### src/rtl/core_arbiter.sv
// N-to-1 core-protocol arbiter with an in-order ID FIFO that routes responses back to their masters.
// Define CORE_ARB_FIXED_PRIO_EN for fixed priority (lowest index wins) instead of round-robin.
module core_arbiter #(
    parameter int N     = 2,
    parameter int AW    = 32,
    parameter int DW    = 32,
    parameter int DEPTH = 2
) (
    input  logic                clk,
    input  logic                rst_n,
    input  logic [N-1:0]        m_req,
    output logic [N-1:0]        m_gnt,
    output logic [N-1:0]        m_rvalid,
    input  logic [N-1:0]        m_we,
    input  logic [N*DW/8-1:0]   m_be,
    input  logic [N*AW-1:0]     m_addr,
    input  logic [N*DW-1:0]     m_wdata,
    output logic [DW-1:0]       m_rdata,
    output logic [N-1:0]        m_err,
    output logic                s_req,
    output logic                s_we,
    output logic [DW/8-1:0]     s_be,
    output logic [AW-1:0]       s_addr,
    output logic [DW-1:0]       s_wdata,
    input  logic                s_gnt,
    input  logic                s_rvalid,
    input  logic [DW-1:0]       s_rdata,
    input  logic                s_err,
    output logic                proto_err
);
    localparam int BW = DW / 8;
    localparam int IW = (N > 1) ? $clog2(N) : 1;
    localparam int PW = (DEPTH > 1) ? $clog2(DEPTH) : 1;
    localparam int CW = $clog2(DEPTH + 1);

    typedef enum logic {IDLE, LOCK} state_e;

    state_e        state_q, state_d;
    logic [IW-1:0] sel_q, sel_d;
    logic [IW-1:0] fifo_q [DEPTH];
    logic [PW-1:0] wr_ptr_q, rd_ptr_q;
    logic [CW-1:0] cnt_q;
    logic          proto_err_q;

    logic [IW-1:0] win, cur, head;
    logic          full, push, pop;

    function automatic logic [PW-1:0] ptr_inc(input logic [PW-1:0] p);
        return (p == PW'(DEPTH - 1)) ? '0 : p + 1'b1;
    endfunction

`ifdef CORE_ARB_FIXED_PRIO_EN
    always_comb begin
        win = '0;
        for (int i = N - 1; i >= 0; i--) begin
            if (m_req[i]) win = IW'(i);
        end
    end
`else
    logic [IW-1:0] rr_q;
    logic [IW:0]   rot;

    // Scan from the far end so the requester closest to rr is the last to write win.
    always_comb begin
        win = '0;
        rot = '0;
        for (int i = N - 1; i >= 0; i--) begin
            rot = {1'b0, rr_q} + (IW+1)'(i);
            if (rot >= (IW+1)'(N)) rot = rot - (IW+1)'(N);
            if (m_req[rot[IW-1:0]]) win = rot[IW-1:0];
        end
    end
`endif

    // full is registered-count based, so a same-cycle pop never reopens the request path.
    assign full  = (cnt_q == CW'(DEPTH));
    assign cur   = (state_q == LOCK) ? sel_q : win;
    assign s_req = rst_n && !full && ((state_q == LOCK) || (|m_req));
    assign push  = s_req && s_gnt;
    assign head  = fifo_q[rd_ptr_q];
    assign pop   = rst_n && s_rvalid && (cnt_q != '0);

    assign s_we      = m_we[cur];
    assign s_be      = m_be[cur*BW +: BW];
    assign s_addr    = m_addr[cur*AW +: AW];
    assign s_wdata   = m_wdata[cur*DW +: DW];
    assign m_rdata   = s_rdata;
    assign proto_err = proto_err_q;

    always_comb begin
        m_gnt    = '0;
        m_rvalid = '0;
        m_err    = '0;
        if (push) m_gnt[cur] = 1'b1;
        if (pop) begin
            m_rvalid[head] = 1'b1;
            m_err[head]    = s_err;
        end
    end

    always_comb begin
        state_d = state_q;
        sel_d   = sel_q;
        case (state_q)
            IDLE: if (s_req && !s_gnt) begin
                state_d = LOCK;
                sel_d   = win;
            end
            LOCK: if (push) state_d = IDLE;
            default: state_d = IDLE;
        endcase
    end

    always_ff @(posedge clk) begin
        if (!rst_n) begin
            state_q     <= IDLE;
            sel_q       <= '0;
            wr_ptr_q    <= '0;
            rd_ptr_q    <= '0;
            cnt_q       <= '0;
            proto_err_q <= 1'b0;
`ifndef CORE_ARB_FIXED_PRIO_EN
            rr_q        <= '0;
`endif
        end else begin
            state_q <= state_d;
            sel_q   <= sel_d;
            if (push) begin
                fifo_q[wr_ptr_q] <= cur;
                wr_ptr_q         <= ptr_inc(wr_ptr_q);
`ifndef CORE_ARB_FIXED_PRIO_EN
                rr_q             <= (cur == IW'(N - 1)) ? '0 : cur + 1'b1;
`endif
            end
            if (pop) rd_ptr_q <= ptr_inc(rd_ptr_q);
            case ({push, pop})
                2'b10:   cnt_q <= cnt_q + 1'b1;
                2'b01:   cnt_q <= cnt_q - 1'b1;
                default: cnt_q <= cnt_q;
            endcase
            if (s_rvalid && (cnt_q == '0)) proto_err_q <= 1'b1;
        end
    end
endmodule

### config.mk
export PLATFORM = sky130hd
export DESIGN_NAME = core_arbiter
export DESIGN_NICKNAME = d
export VERILOG_FILES = /design/src/rtl/core_arbiter.sv
export SDC_FILE = /design/constraint.sdc
export NUM_CORES = 1
export LEC_CHECK = 0
export ABC_CLOCK_PERIOD_IN_PS = 1800
export CAP_MARGIN = 20
export CORE_AREA = 2 2 110 112
export DETAILED_ROUTE_END_ITERATION = 10
export DIE_AREA = 0 0 112 114
export PLACE_DENSITY_LB_ADDON = 0.08
export RECOVER_POWER = 50
export SLEW_MARGIN = 20
export SYNTH_ARGS = -nofsm -noshare
export SYNTH_HDL_FRONTEND = slang
export SYNTH_SLANG_ARGS = --single-unit
### constraint.sdc
create_clock -name clk -period 1.8 [get_ports clk]
set_input_delay 0.36 -clock clk [delete_from_list [all_inputs] [get_ports clk]]
set_output_delay 0.36 -clock clk [all_outputs]
set_load 0.02 [all_outputs]
==> reports/metrics.yaml <==
outcome: "complete, but fails checks"
violations: "negative setup slack"
stdcell_count: 553
ant_nets: 0
track_usage_pct: 13.80
synth_compound_area_share_pct: 6.292
worstPathRequired_ns: 1.44
row_count: 40
start_util_pct: 14.43
maxSlewViolCount: 0
power-per-cell-area_mw_per_mm2: 472.1
die-area_mm2: 0.01277
path_cells: "o31ai_4 > buf_6 > buf_12 > buf_12 > buf_16 > mux2_4 > buf_6"
pin_count: 286
endpoint_kind: "output pin"
critical-path-top-delay-family: "buffers and inverters"
cts_tree: "done"
first_pass_iters: 4
r2r_setup_slack_ns: 0.36
synth_edf_count: 2
synth_top_family_by_area: "multiplexers"
grt_first_pass_wirelength_mm: 13.62
p_int_mw: 1.495
fin_crit_ns: 2.145
pre_cts_slack_ns: -1.040
seq_area_frac_synth_pct: 14.21
dpl-instance-area_mm2: 0.004129
p_sw_mw: 0.6824
setup_viol: 70
grt_start_max_net_pins: 14
fin_tns_setup_ns: -17.53
synth_seq_cells: 11
min_delay_worst_endpoint: "proto_err"
antenna_found_initial: 0
layout_commonest_cell: "clkdlybuf4s50_1"
fillCellCount: 1161
fin_ws_ns: -0.3448
drt_iter0_markers: 40
min_path_cells: 2
hp-class: "reg2reg"
num-nets-final: 584
r2r-end: "fifo_q[0]"
comb_power_share_pct: 68.0
max-slew-margin-rel_pct: 78.68
clock-sinks: 11
rsz0062_at_grt: "true"
htreeDepth: 1
core_mm2: 0.01171
syn_to_final_growth_pct: 172.9
hold_ws_ns: 0.4663
clockPowerShare_pct: 19.1
cap_violations: 0
cts_buffers: 3
antenna_cells: 0
drive_above_1_share_pct: 51.48
syn_inst: 177
die_w_um: 112
hold_viol: 0
route.vias.total: 2216
dp.cells: 532
cp.arrival_ns: 1.78
dp_hpwl_mm: 7.917
syn_area_per_cell_um2: 9.550
syn-num-nets: 354
hp-start: "proto_err"
clk_path_buf_depth: 2
routed_wl_mm: 9.862
finalClockSkew_ns: 0.001754
gp_congestion: 0.7940
power.leakage_nw: 2.026
netSwitchingFraction_pct: 31.33
die_height_um: 114
cp.buffers_inverters: 5
pwr-share-seq_pct: 12.9
start_kind: "register"
first_global_vias: 2225
netlist_area_mm2: 0.001690
fin_crit_sh_pct: 119.2
synth_cell_types: 35
ir_drop_v: 0.0002441
synth-simple-area-share_pct: 10.88
cp_slowest_cell: "dfxtp_2"
cts_root_buffer: "clkbuf_16"
synthFlopType: "dfxtp_1"
synthXorXnorAreaFrac_pct: 0.5181
crit_type: "reg2out"
io_buffer_count: 221
stdcell_area_mm2: 0.004613
synth_mux_area_share_pct: 47.82
max_freq_ghz: 0.4663
viasPerCell: 4.007
clkTransAtPathRegs_ns: 0.04
layout_common_cells: "clkdlybuf4s50_1 (140), buf_6 (61), mux2_4 (53)"
tightest_slew_ns: 0.3117
overflow: 0
wl_per_cell_um: 17.83
max_stage_delay_ns: 0.33
ys_async_sr_fraction_pct: 0
clock_latency_ns: 0.24
cp_max_fo: 5
r2r_cells: 5
yosys_warnings: 0
drc: 0
synth_adder_area_share_pct: 0
kinds of logic (layout without fill, tap and decap cells):
family | count (synthesis) | after routing
AOI/OAI and AO/OA | 14 | 14
DFF | 11 | 11
xor gates and xnor gates | 1 | 1
and+or+nand+nor | 34 | 34
buffers and inverters | 45 | 274
muxes | 72 | 72
power by group through the flow:
stage / Combinational, mW / Sequential (mW) / Clock (mW)
6_report: 1.48 / 0.281 / 0.416
3_5_place_dp: 1.29 / 0.283 / 0
5_1_grt: 1.55 / 0.283 / 0.433
2_1_floorplan: 0.673 / 0.285 / 0
3_3_place_gp: 1.29 / 0.283 / 0
4_1_cts: 1.41 / 0.279 / 0.429
layout make-up:
class,instances,area [um2],area share (%)
Clock buffer,4,78.83,1.709
Inverter,5,18.77,0.4068
Multi-Input combinational cell,121,1356,29.40
Sequential cell,11,244.0,5.289
Tap cell,147,183.9,3.987
Timing Repair Buffer,265,2731,59.21
worst max path at each step:
| stage | endpoint | cells after the start | from | slack (ns) |
|---|---|---|---|---|
| after CTS | s_wdata[1] | 8 | rr_q | -0.39 |
| after global placement | s_addr[4] | 7 | m_req[1] | -1.04 |
| after floorplan | s_addr[20] | 4 | m_req[0] | -0.10 |
| final | s_wdata[2] | 7 | register | -0.34 |
| after detailed placement | s_addr[4] | 7 | m_req[1] | -1.04 |
| after global routing | s_we | 7 | register | -0.39 |
tightest hold or removal path, stage by stage, from the launching register on:
cell     delay [ns]
dfxtp_1        0.32
a21oi_1        0.04
nor2_1         0.07
stage by stage:
stage | total power, mW | utilization (%)
2_1_floorplan | 0.9571 | -
3_3_place_gp | 1.576 | 35.26
3_5_place_dp | 1.575 | 35.26
4_1_cts | 2.117 | 37.57
5_1_grt | 2.268 | 39.39
6_report | 2.178 | 39.39
what timing repair did:
| item | 4_1_cts | 5_1_grt |
|---|---|---|
| resized for setup | 425 | 53 |
| endpoints found under the hold margin | 0 | 0 |
| endpoints found under the setup margin | 77 | 76 |
| hold buffers | 0 | 0 |
| gates cloned | 5 | 1 |
| setup buffers | 9 | 4 |
| pin swaps | 2 | 2 |
Yosys cell counts (2+ instances only):
cell      number  area [um2]
a21oi_1        5       25.02
and2_1         2       12.51
buf_4         32       240.2
buf_6          7       78.83
dfxtp_1        9       180.2
edfxtp_1       2       60.06
inv_1          4       15.01
mux2_1         6       67.56
mux2_2        64       720.7
mux2i_1        2       20.02
nand2_1        4       15.01
nor2_1        11       41.29
nor2b_1        3       18.77
nor3_1         4       20.02
or4_1          2       15.01
per-layer routing:
layer / share of wire [%] / up-vias / track usage [%] / wire (um)
li1: - / 1060 / - / -
met1: 36 / 1026 / 15.12 / 3572
met2: 54 / 112 / 26.79 / 5355
met3: 8.1 / 18 / 3.241 / 794
met4: 1.4 / 0 / 3.333 / 140
met5: 0 / - / 0 / 0
Power figures use the tool's default switching activity.
